### config.mk
export PLATFORM = sky130hd
export DESIGN_NAME = audio_pwm_arbiter
export DESIGN_NICKNAME = d
export VERILOG_FILES = /design/src/rtl/audio_pwm_arbiter.sv
export SDC_FILE = /design/constraint.sdc
export NUM_CORES = 1
export LEC_CHECK = 0
export BUFFER_PORTS_ARGS = -buffer_cell sky130_fd_sc_hd__buf_2
export CAP_MARGIN = 40
export CORE_UTILIZATION = 34
export CTS_BUF_LIST = sky130_fd_sc_hd__clkbuf_4 sky130_fd_sc_hd__clkbuf_8
export DETAILED_ROUTE_END_ITERATION = 16
export HOLD_SLACK_MARGIN = 0.12
export PLACE_DENSITY = 0.57
export SETUP_SLACK_MARGIN = 0.05
export SLEW_MARGIN = 10
export SYNTH_ARGS = -nofsm -noshare
export SYNTH_HDL_FRONTEND = slang
export SYNTH_SLANG_ARGS = --single-unit
export TNS_END_PERCENT = 20
### constraint.sdc
create_clock -name clk -period 1.64 [get_ports clk]
set_input_delay 0.41 -clock clk [delete_from_list [all_inputs] [get_ports clk]]
set_output_delay 0.41 -clock clk [all_outputs]
set_load 0.02 [all_outputs]
### src/rtl/audio_pwm_arbiter.sv
// N-channel PCM-to-PWM output stage with per-period source arbitration and a periodic tick.
// Optional MIX_EN build: saturating mix of all enabled channels instead of priority select.
module audio_pwm_arbiter #(
    parameter int N_CH     = 2,
    parameter int SAMPLE_W = 8,
    parameter int TICK_DIV = 10000,
    localparam int CH_W    = (N_CH > 1) ? $clog2(N_CH) : 1
) (
    input  logic                       clk,
    input  logic                       sysreset,
    input  logic [N_CH-1:0]            ch_en,
    input  logic [N_CH-1:0]            ch_valid,
    input  logic [N_CH*SAMPLE_W-1:0]   ch_data,
    output logic [N_CH-1:0]            ch_ready,
    input  logic                       mute,
    output logic                       aud_pwm,
    output logic                       aud_sd,
    output logic [CH_W-1:0]            active_ch,
    output logic                       underrun,
    output logic                       tick
);

    localparam int TICK_W = $clog2(TICK_DIV);
    localparam logic [TICK_W-1:0]   TICK_LAST = TICK_W'(TICK_DIV - 1);
    localparam logic [SAMPLE_W-1:0] MIDSCALE  = SAMPLE_W'(1) << (SAMPLE_W - 1);

    logic [SAMPLE_W-1:0] pwm_cnt;
    logic [SAMPLE_W-1:0] duty;
    logic [TICK_W-1:0]   tick_cnt;

    logic                boundary;
    logic [CH_W-1:0]     sel;
    logic                none_en;
    logic [SAMPLE_W-1:0] sample [N_CH];

    logic [SAMPLE_W-1:0] duty_nxt;
    logic                sd_nxt;
    logic [CH_W-1:0]     act_nxt;
    logic                und_nxt;

    assign boundary = (pwm_cnt == '1);

    always_comb begin
        for (int unsigned i = 0; i < N_CH; i++) begin
            sample[i] = ch_data[i*SAMPLE_W +: SAMPLE_W];
        end
    end

    // Lowest enabled index wins; none_en flags an all-idle request vector.
    always_comb begin
        sel     = '0;
        none_en = 1'b1;
        for (int unsigned i = 0; i < N_CH; i++) begin
            if (none_en && ch_en[i]) begin
                sel     = CH_W'(i);
                none_en = 1'b0;
            end
        end
    end

`ifdef MIX_EN
    localparam int SUM_W = SAMPLE_W + $clog2(N_CH);
    localparam logic [SUM_W-1:0] FULL = SUM_W'((1 << SAMPLE_W) - 1);

    logic [SUM_W-1:0]    mix_sum;
    logic [SAMPLE_W-1:0] mix_sat;
    logic                any_valid;
    logic                any_missing;

    always_comb begin
        mix_sum     = '0;
        any_valid   = 1'b0;
        any_missing = 1'b0;
        for (int unsigned i = 0; i < N_CH; i++) begin
            if (ch_en[i]) begin
                if (ch_valid[i]) begin
                    mix_sum   = mix_sum + SUM_W'(sample[i]);
                    any_valid = 1'b1;
                end else begin
                    any_missing = 1'b1;
                end
            end
        end
        mix_sat = (mix_sum > FULL) ? '1 : mix_sum[SAMPLE_W-1:0];
    end

    always_comb begin
        duty_nxt = duty;
        sd_nxt   = aud_sd;
        act_nxt  = active_ch;
        und_nxt  = 1'b0;
        ch_ready = '0;
        if (boundary) begin
            ch_ready = ch_en;
            if (none_en) begin
                duty_nxt = '0;
                sd_nxt   = 1'b0;
            end else if (mute) begin
                duty_nxt = '0;
                sd_nxt   = 1'b0;
                act_nxt  = sel;
            end else begin
                duty_nxt = any_valid ? mix_sat : MIDSCALE;
                sd_nxt   = 1'b1;
                act_nxt  = sel;
                und_nxt  = any_missing;
            end
        end
    end
`else
    always_comb begin
        duty_nxt = duty;
        sd_nxt   = aud_sd;
        act_nxt  = active_ch;
        und_nxt  = 1'b0;
        ch_ready = '0;
        if (boundary && !none_en) begin
            ch_ready[sel] = 1'b1;
            act_nxt       = sel;
            if (mute) begin
                // Handshake still completes so the muted sample is consumed.
                duty_nxt = '0;
                sd_nxt   = 1'b0;
            end else if (ch_valid[sel]) begin
                duty_nxt = sample[sel];
                sd_nxt   = 1'b1;
            end else begin
                duty_nxt = MIDSCALE;
                sd_nxt   = 1'b1;
                und_nxt  = 1'b1;
            end
        end else if (boundary) begin
            duty_nxt = '0;
            sd_nxt   = 1'b0;
        end
    end
`endif

    always_ff @(posedge clk or negedge sysreset) begin
        if (!sysreset) begin
            pwm_cnt   <= '0;
            duty      <= '0;
            aud_pwm   <= 1'b0;
            aud_sd    <= 1'b0;
            active_ch <= '0;
            underrun  <= 1'b0;
        end else begin
            pwm_cnt   <= pwm_cnt + 1'b1;
            duty      <= duty_nxt;
            aud_sd    <= sd_nxt;
            active_ch <= act_nxt;
            underrun  <= und_nxt;
            aud_pwm   <= (pwm_cnt < duty);
        end
    end

    always_ff @(posedge clk or negedge sysreset) begin
        if (!sysreset) begin
            tick_cnt <= '0;
            tick     <= 1'b0;
        end else begin
            tick     <= (tick_cnt == TICK_LAST);
            tick_cnt <= (tick_cnt == TICK_LAST) ? '0 : tick_cnt + 1'b1;
        end
    end

endmodule

==> impl_metrics.ini, run 1 <==
[sta]
layout_min_cycle_time_ns = 1.95
holdWs_ns = 0.153
clock.fmax_mhz = 512
maxSlewViolCount = 0
finalCritPeriodShare_pct = 119
worst_pin_slew_ns = 0.447
finalHoldViolCount = 0
skew_ns = 0.00322
worst_slack_ns = -0.312
setup_viol = 10
max_slew_margin_pct = 70.2
grt_setup_unrepaired = yes

[setup_path]
reg2reg_to = duty[3]
cp_common_cell = buf_6
r2r_start = pwm_cnt[1]
worst-path-max-fanout = 4
crit_type = reg2out
crit_path_cell_trace = ha_2, and3_4, nand4_1, buf_6, nor2_4, buf_6
r2r_slack_ns = -0.09
arrival_ns = 1.54
max_stage_delay_ns = 0.35
r2r_cells = 6
critical_path_required_ns = 1.23
cp-end-kind = primary output
cp_slowest_cell = dfrtp_1
critPathLaunchType = flip-flop

[grt]
grt_overflow = 0
grt.total_usage_pct = 14.7
grt_max_degree = 36
antenna_found_initial = 0
grt_pass1_vias = 1252
grt_pass1_wl_mm = 5.88

[hold_path]
holdCritPathClass = in2async

[placement]
globalplace.congestion = 0.735
hpwl_mm = 2.58
placed_area_sq_um = 2170
dp_slack_ns = -0.0982
io_buffers = 29

[routing]
firstDrtPassIters = 4
wl_met2_mm = 1.59
top_layer = met4
drtAntennaViolNets = 0
wl_met1_mm = 1.78
wl_per_cell_um = 12.1
routed_wl_mm = 3.54
drt-initial-drc-count = 31
post_drt_via_cell_ratio = 4.64
vias = 1359
drc = 0
wl_met3_um = 112

[logic_synthesis]
yosysSeqAreaShare_pct = 50.3
ys_types = 38
synth.most_common_cell = dfrtp_1
synth_edf_count = 0
synthTopCellsByArea = dfrtp_1, ha_1, mux2i_1
syn_nets = 196
synth_area_per_cell_sq_um = 10.6
synth.largest_area_cell = dfrtp_1
yosysWarnings = 0
synthFlopType = dfrtp_1
syn-cell-area_sq_um = 1740
ys_ff_latch = 35
ys_top_cells_by_count = dfrtp_1, nand2_1, nor2_1, o21ai_0, inv_1
synth_top_area_share_pct = 50.3
async_reset_ff_share_pct = 100
synth_cells = 164

[finish]
final_nets = 258
multi_input_area_sq_um = 893
register_area_sq_um = 876
diodes = 0
drive_above_1_share_pct = 38.1
area_growth_pct = 35.3
fillers = 460
design_area_sq_um = 2360

[outcome]
outcome = finished, violations left
violations = setup timing

[floorplan]
fp-row-count = 25
initial_core_util_pct = 36.2
dieArea_sq_um = 5410
die_h_um = 73.6
core-area_sq_um = 4820
die-width_um = 73.6
ioPinCount = 30

[clocking]
clk_latency_ns = 0.28
root_buffer = clkbuf_8
clk_path_buf_depth = 2
cts_hold_buf = 0
cts_made_buffers = 5
htree_num_levels = 2
cts_tree = built
clock_sinks = 35
clkTransAtPathRegs_ns = 0.07

[job]
drv_cap = 0

[pwr]
p_leak_nw = 1.23
vdd_ir_drop_max_uv = 396
p_per_area_nw_per_um2 = 664
-- flip-flops by register name, summed over array words and instances (netlist names) --
name,cells
active_ch,1
aud_pwm,1
aud_sd,1
duty,8
pwm_cnt,8
tick,1
tick_cnt,14
underrun,1
-- worst max-delay path, delay by kind of cell, from the launching register on --
family | cells | cell delay [ns]
adder cells (fa/ha/maj) | 1 | 0.18
flip-flops | 1 | 0.35
buffers and inverters | 2 | 0.31
AND/OR/NAND/NOR | 3 | 0.41
-- where the power goes --
part | internal [W] | total [W] | switching (W)
logic | 0.0000354 | 0.0000785 | 0.0000431
clock network | 0.000329 | 0.000621 | 0.000292
registers | 0.000864 | 0.000865 | 0.000000481
-- per-stage QoR --
stage	instances	power, W	util [%]	setup TNS [ns]
2_1_floorplan	164	0.000908	-	-0.304
3_3_place_gp	283	0.000959	45.1	-0.0495
3_5_place_dp	283	0.000959	45.1	-0.349
4_1_cts	293	0.00159	48.3	-0.757
5_1_grt	293	0.00164	48.9	-1.98
6_report	293	0.00156	48.9	-1.19
-- layout make-up --
cell class	instances	area share, %
clock buffers	6	3.50
clock inverters	1	0.212
inverters	10	1.59
multi-input cells	116	37.9
flip-flops and latches	35	37.2
well taps	67	3.56
repair buffers	58	16.1
-- cell families after synthesis --
logic type / share of synthesized area, %
and+or+nand+nor: 20.3
xor gates and xnor gates: 7.54
AOI/OAI and AO/OA: 7.40
buffers and inverters: 2.80
muxes: 5.24
DFF: 50.3
adders and majority gates: 6.47
-- layout by cell type, fill, tap and decap left out, types with 2 or more instances in the layout --
master | synthesis | final
dfrtp_1 | 35 | 35
buf_4 | 0 | 28
buf_2 | 0 | 27
nand2_1 | 17 | 17
inv_1 | 10 | 10
xor2_1 | 8 | 8
mux2i_1 | 8 | 8
nor2_1 | 11 | 7
xnor2_1 | 7 | 7
ha_1 | 9 | 7
nand3_1 | 6 | 6
nand4_1 | 6 | 6
clkbuf_8 | 0 | 6
o21ai_1 | 0 | 5
nand2b_1 | 3 | 3
nor2_2 | 1 | 3
a21o_1 | 3 | 3
o21ai_2 | 0 | 3
o21ai_0 | 11 | 3
buf_6 | 0 | 3
and4_1 | 2 | 2
nor2_4 | 0 | 2
a21oi_1 | 2 | 2
nor3b_1 | 2 | 2
-- timing repair --
action                                  CTS  global route
gates resized for setup                  19             6
gates cloned                              0             0
endpoints found under the setup margin   15            21
pin swaps                                11             5
endpoints found under the hold margin     0             0
setup buffers                            33             1
-- how the worst max path moves through the flow --
stage / from / endpoint / slack [ns] / cells past startpoint
3_5_place_dp: pwm_cnt[0] / ch_ready[0] / -0.1 / 6
3_3_place_gp: pwm_cnt[0] / ch_ready[0] / -0.02 / 6
5_1_grt: pwm_cnt[1] / ch_ready[0] / -0.40 / 6
2_1_floorplan: pwm_cnt[0] / ch_ready[0] / -0.08 / 5
6_report: pwm_cnt[1] / ch_ready[0] / -0.31 / 6
4_1_cts: pwm_cnt[0] / ch_ready[0] / -0.32 / 6
-- routing by layer --
metal  up-vias  track usage [%]
met2        26             21.4
met1       627             20.7
li1        701                -
met3         5             4.12
met4         0             5.13
met5         -                0
(Power assumes the default switching activity.)
==> run 2: changes to the inputs <==
Settings changed: BUFFER_PORTS_ARGS -buffer_cell sky130_fd_sc_hd__buf_2 to -buffer_cell sky130_fd_sc_hd__buf_4, CORE_UTILIZATION 34 to 44, PLACE_DENSITY 0.57 to 0.7.
==> impl_metrics.ini, run 2 (synthesized netlist as in run 1, its figures left out) <==
[floorplan]
dieArea_sq_um = 4210
core-area_sq_um = 3720
die-width_um = 64.9
fp-row-count = 22
ioPinCount = 30
initial_core_util_pct = 46.9
die_h_um = 64.9

[clocking]
clock_sinks = 35
clk_latency_ns = 0.29
clkTransAtPathRegs_ns = 0.07
root_buffer = clkbuf_8
clk_path_buf_depth = 2
htree_num_levels = 2
cts_made_buffers = 5
cts_tree = built

[pwr]
p_seq_share_pct = 52.3
vdd_ir_drop_max_uv = 462
comb_power_share_pct = 5.8
p_int_w = 0.00132
p_per_area_nw_per_um2 = 691
power.share.switching_pct = 20.4
p_leak_nw = 1.25
p_clk_share_pct = 41.9
switching_power_w = 0.000337
power_w = 0.00165

[sta]
setup_viol = 10
finalHoldViolCount = 0
worst_pin_slew_ns = 0.439
finalCritPeriodShare_pct = 121
clock.fmax_mhz = 505
grt_setup_unrepaired = yes
max_slew_margin_pct = 70.7
layout_min_cycle_time_ns = 1.98
maxSlewViolCount = 0
worst_slack_ns = -0.338
skew_ns = 0.00365

[grt]
grt_overflow = 0
grt_pass1_wl_mm = 6.29
antenna_found_initial = 0
grt_pass1_vias = 1449
grt_max_degree = 36
grt_util_met3_pct = 5.46
grt_busiest_layer = met2
met2_usage_pct = 32.6
use_met1_pct = 25.0
grt.total_usage_pct = 19.7

[routing]
drc = 0
post_drt_via_cell_ratio = 5.08
routed_wl_mm = 3.66
wl_per_cell_um = 13.4
drtAntennaViolNets = 0
drt-initial-drc-count = 154
vias = 1388
firstDrtPassIters = 4

[placement]
io_buffers = 29
hpwl_mm = 2.77
placed_area_sq_um = 2200
globalplace.congestion = 0.813

[finish]
diodes = 0
fillers = 291
reg_top3 = tick_cnt x14, duty x8, pwm_cnt x8
final_nets = 256
layout_common_cells = buf_4, dfrtp_1, nand2_1
drive_above_1_share_pct = 35.6
design_area_sq_um = 2390
layout_commonest_cell = buf_4
largest_register = tick_cnt
largest_reg_flops = 14
area_growth_pct = 37.4

[setup_path]
r2r_cells = 5
crit_path_start = pwm_cnt[1]
r2r_slack_ns = -0.09
critPathLaunchType = flip-flop
worst-path-max-fanout = 5
critical_path_required_ns = 1.23
cp-end-kind = primary output
r2r_start = pwm_cnt[1]
crit_type = reg2out
arrival_ns = 1.57
reg2reg_to = duty[1]

[outcome]
outcome = finished, violations left
violations = setup timing

[hold_path]
holdCritPathClass = in2reg
hold_path_depth = 3
hp-start = ch_data[5]
whs_endpoint = duty[5]

[job]
drv_cap = 0
==> run 2: changes by cell type in the layout (fill, tap and decap cells not counted), sizes merged <==
cell and change:
buf -3, clkbuf +2, clkinv -1, dlygate4sd3 +1
==> run 2: layer usage <==
| metal | share of wire (%) | vias up |
|---|---|---|
| li1 | - | 691 |
| met1 | 47 | 656 |
| met2 | 48 | 37 |
| met3 | 4.8 | 4 |
| met4 | 0.66 | 0 |
| met5 | 0 | - |
==> run 2: worst max path at each step <==
stage,end,slack (ns),depth (start not counted)
finish,ch_ready[0],-0.34,6
global route,ch_ready[1],-0.40,6
CTS,ch_ready[0],-0.33,6
detailed placement,duty[1],-0.05,5
global placement,ch_ready[1],-0.01,6
floorplan,ch_ready[0],-0.08,5
==> run 2: power groups by stage <==
stage	Clock (W)	Sequential (W)	Combinational, W
6_report	0.000693	0.000865	0.0000956
2_1_floorplan	0	0.000883	0.0000248
4_1_cts	0.000704	0.000865	0.0000979
3_3_place_gp	0	0.000881	0.0000911
5_1_grt	0.000748	0.000864	0.000105
3_5_place_dp	0	0.000881	0.0000947
==> run 2: cell type report <==
type / count / area, sq um / share of cell area (%)
clock buffers: 8 / 104 / 4.34
multi-input cells: 116 / 877 / 36.7
well taps: 48 / 60.1 / 2.51
inverters: 10 / 37.5 / 1.57
flip-flops and latches: 35 / 876 / 36.6
repair buffers: 56 / 438 / 18.3
==> run 2: through the flow <==
stage	TNS (ns)	instances	setup WS, ns	util [%]	hold WS (ns)
5_1_grt	-2.00	273	-0.403	64.4	0.432
4_1_cts	-0.978	272	-0.329	63.6	0.419
6_report	-0.938	273	-0.338	64.4	0.418
2_1_floorplan	-0.304	164	-0.0789	-	0.114
3_3_place_gp	-0.0198	261	-0.0107	59.2	0.378
3_5_place_dp	-0.144	261	-0.0525	59.2	0.390
==> run 2: repair_timing <==
action | 4_1_cts | 5_1_grt
resized for setup | 9 | 5
pin swaps | 4 | 3
hold endpoints to repair | 35 | 0
setup buffers | 2 | 1
hold buffers | 1 | 0
setup endpoints to repair | 13 | 21
==> run 2: critical path, stage by stage, from the launching register on <==
cell and delay, ns:
dfrtp_1 0.36, ha_2 0.19, and3_4 0.18, nand4_1 0.17
buf_6 0.19, nor2_4 0.08, buf_6 0.12
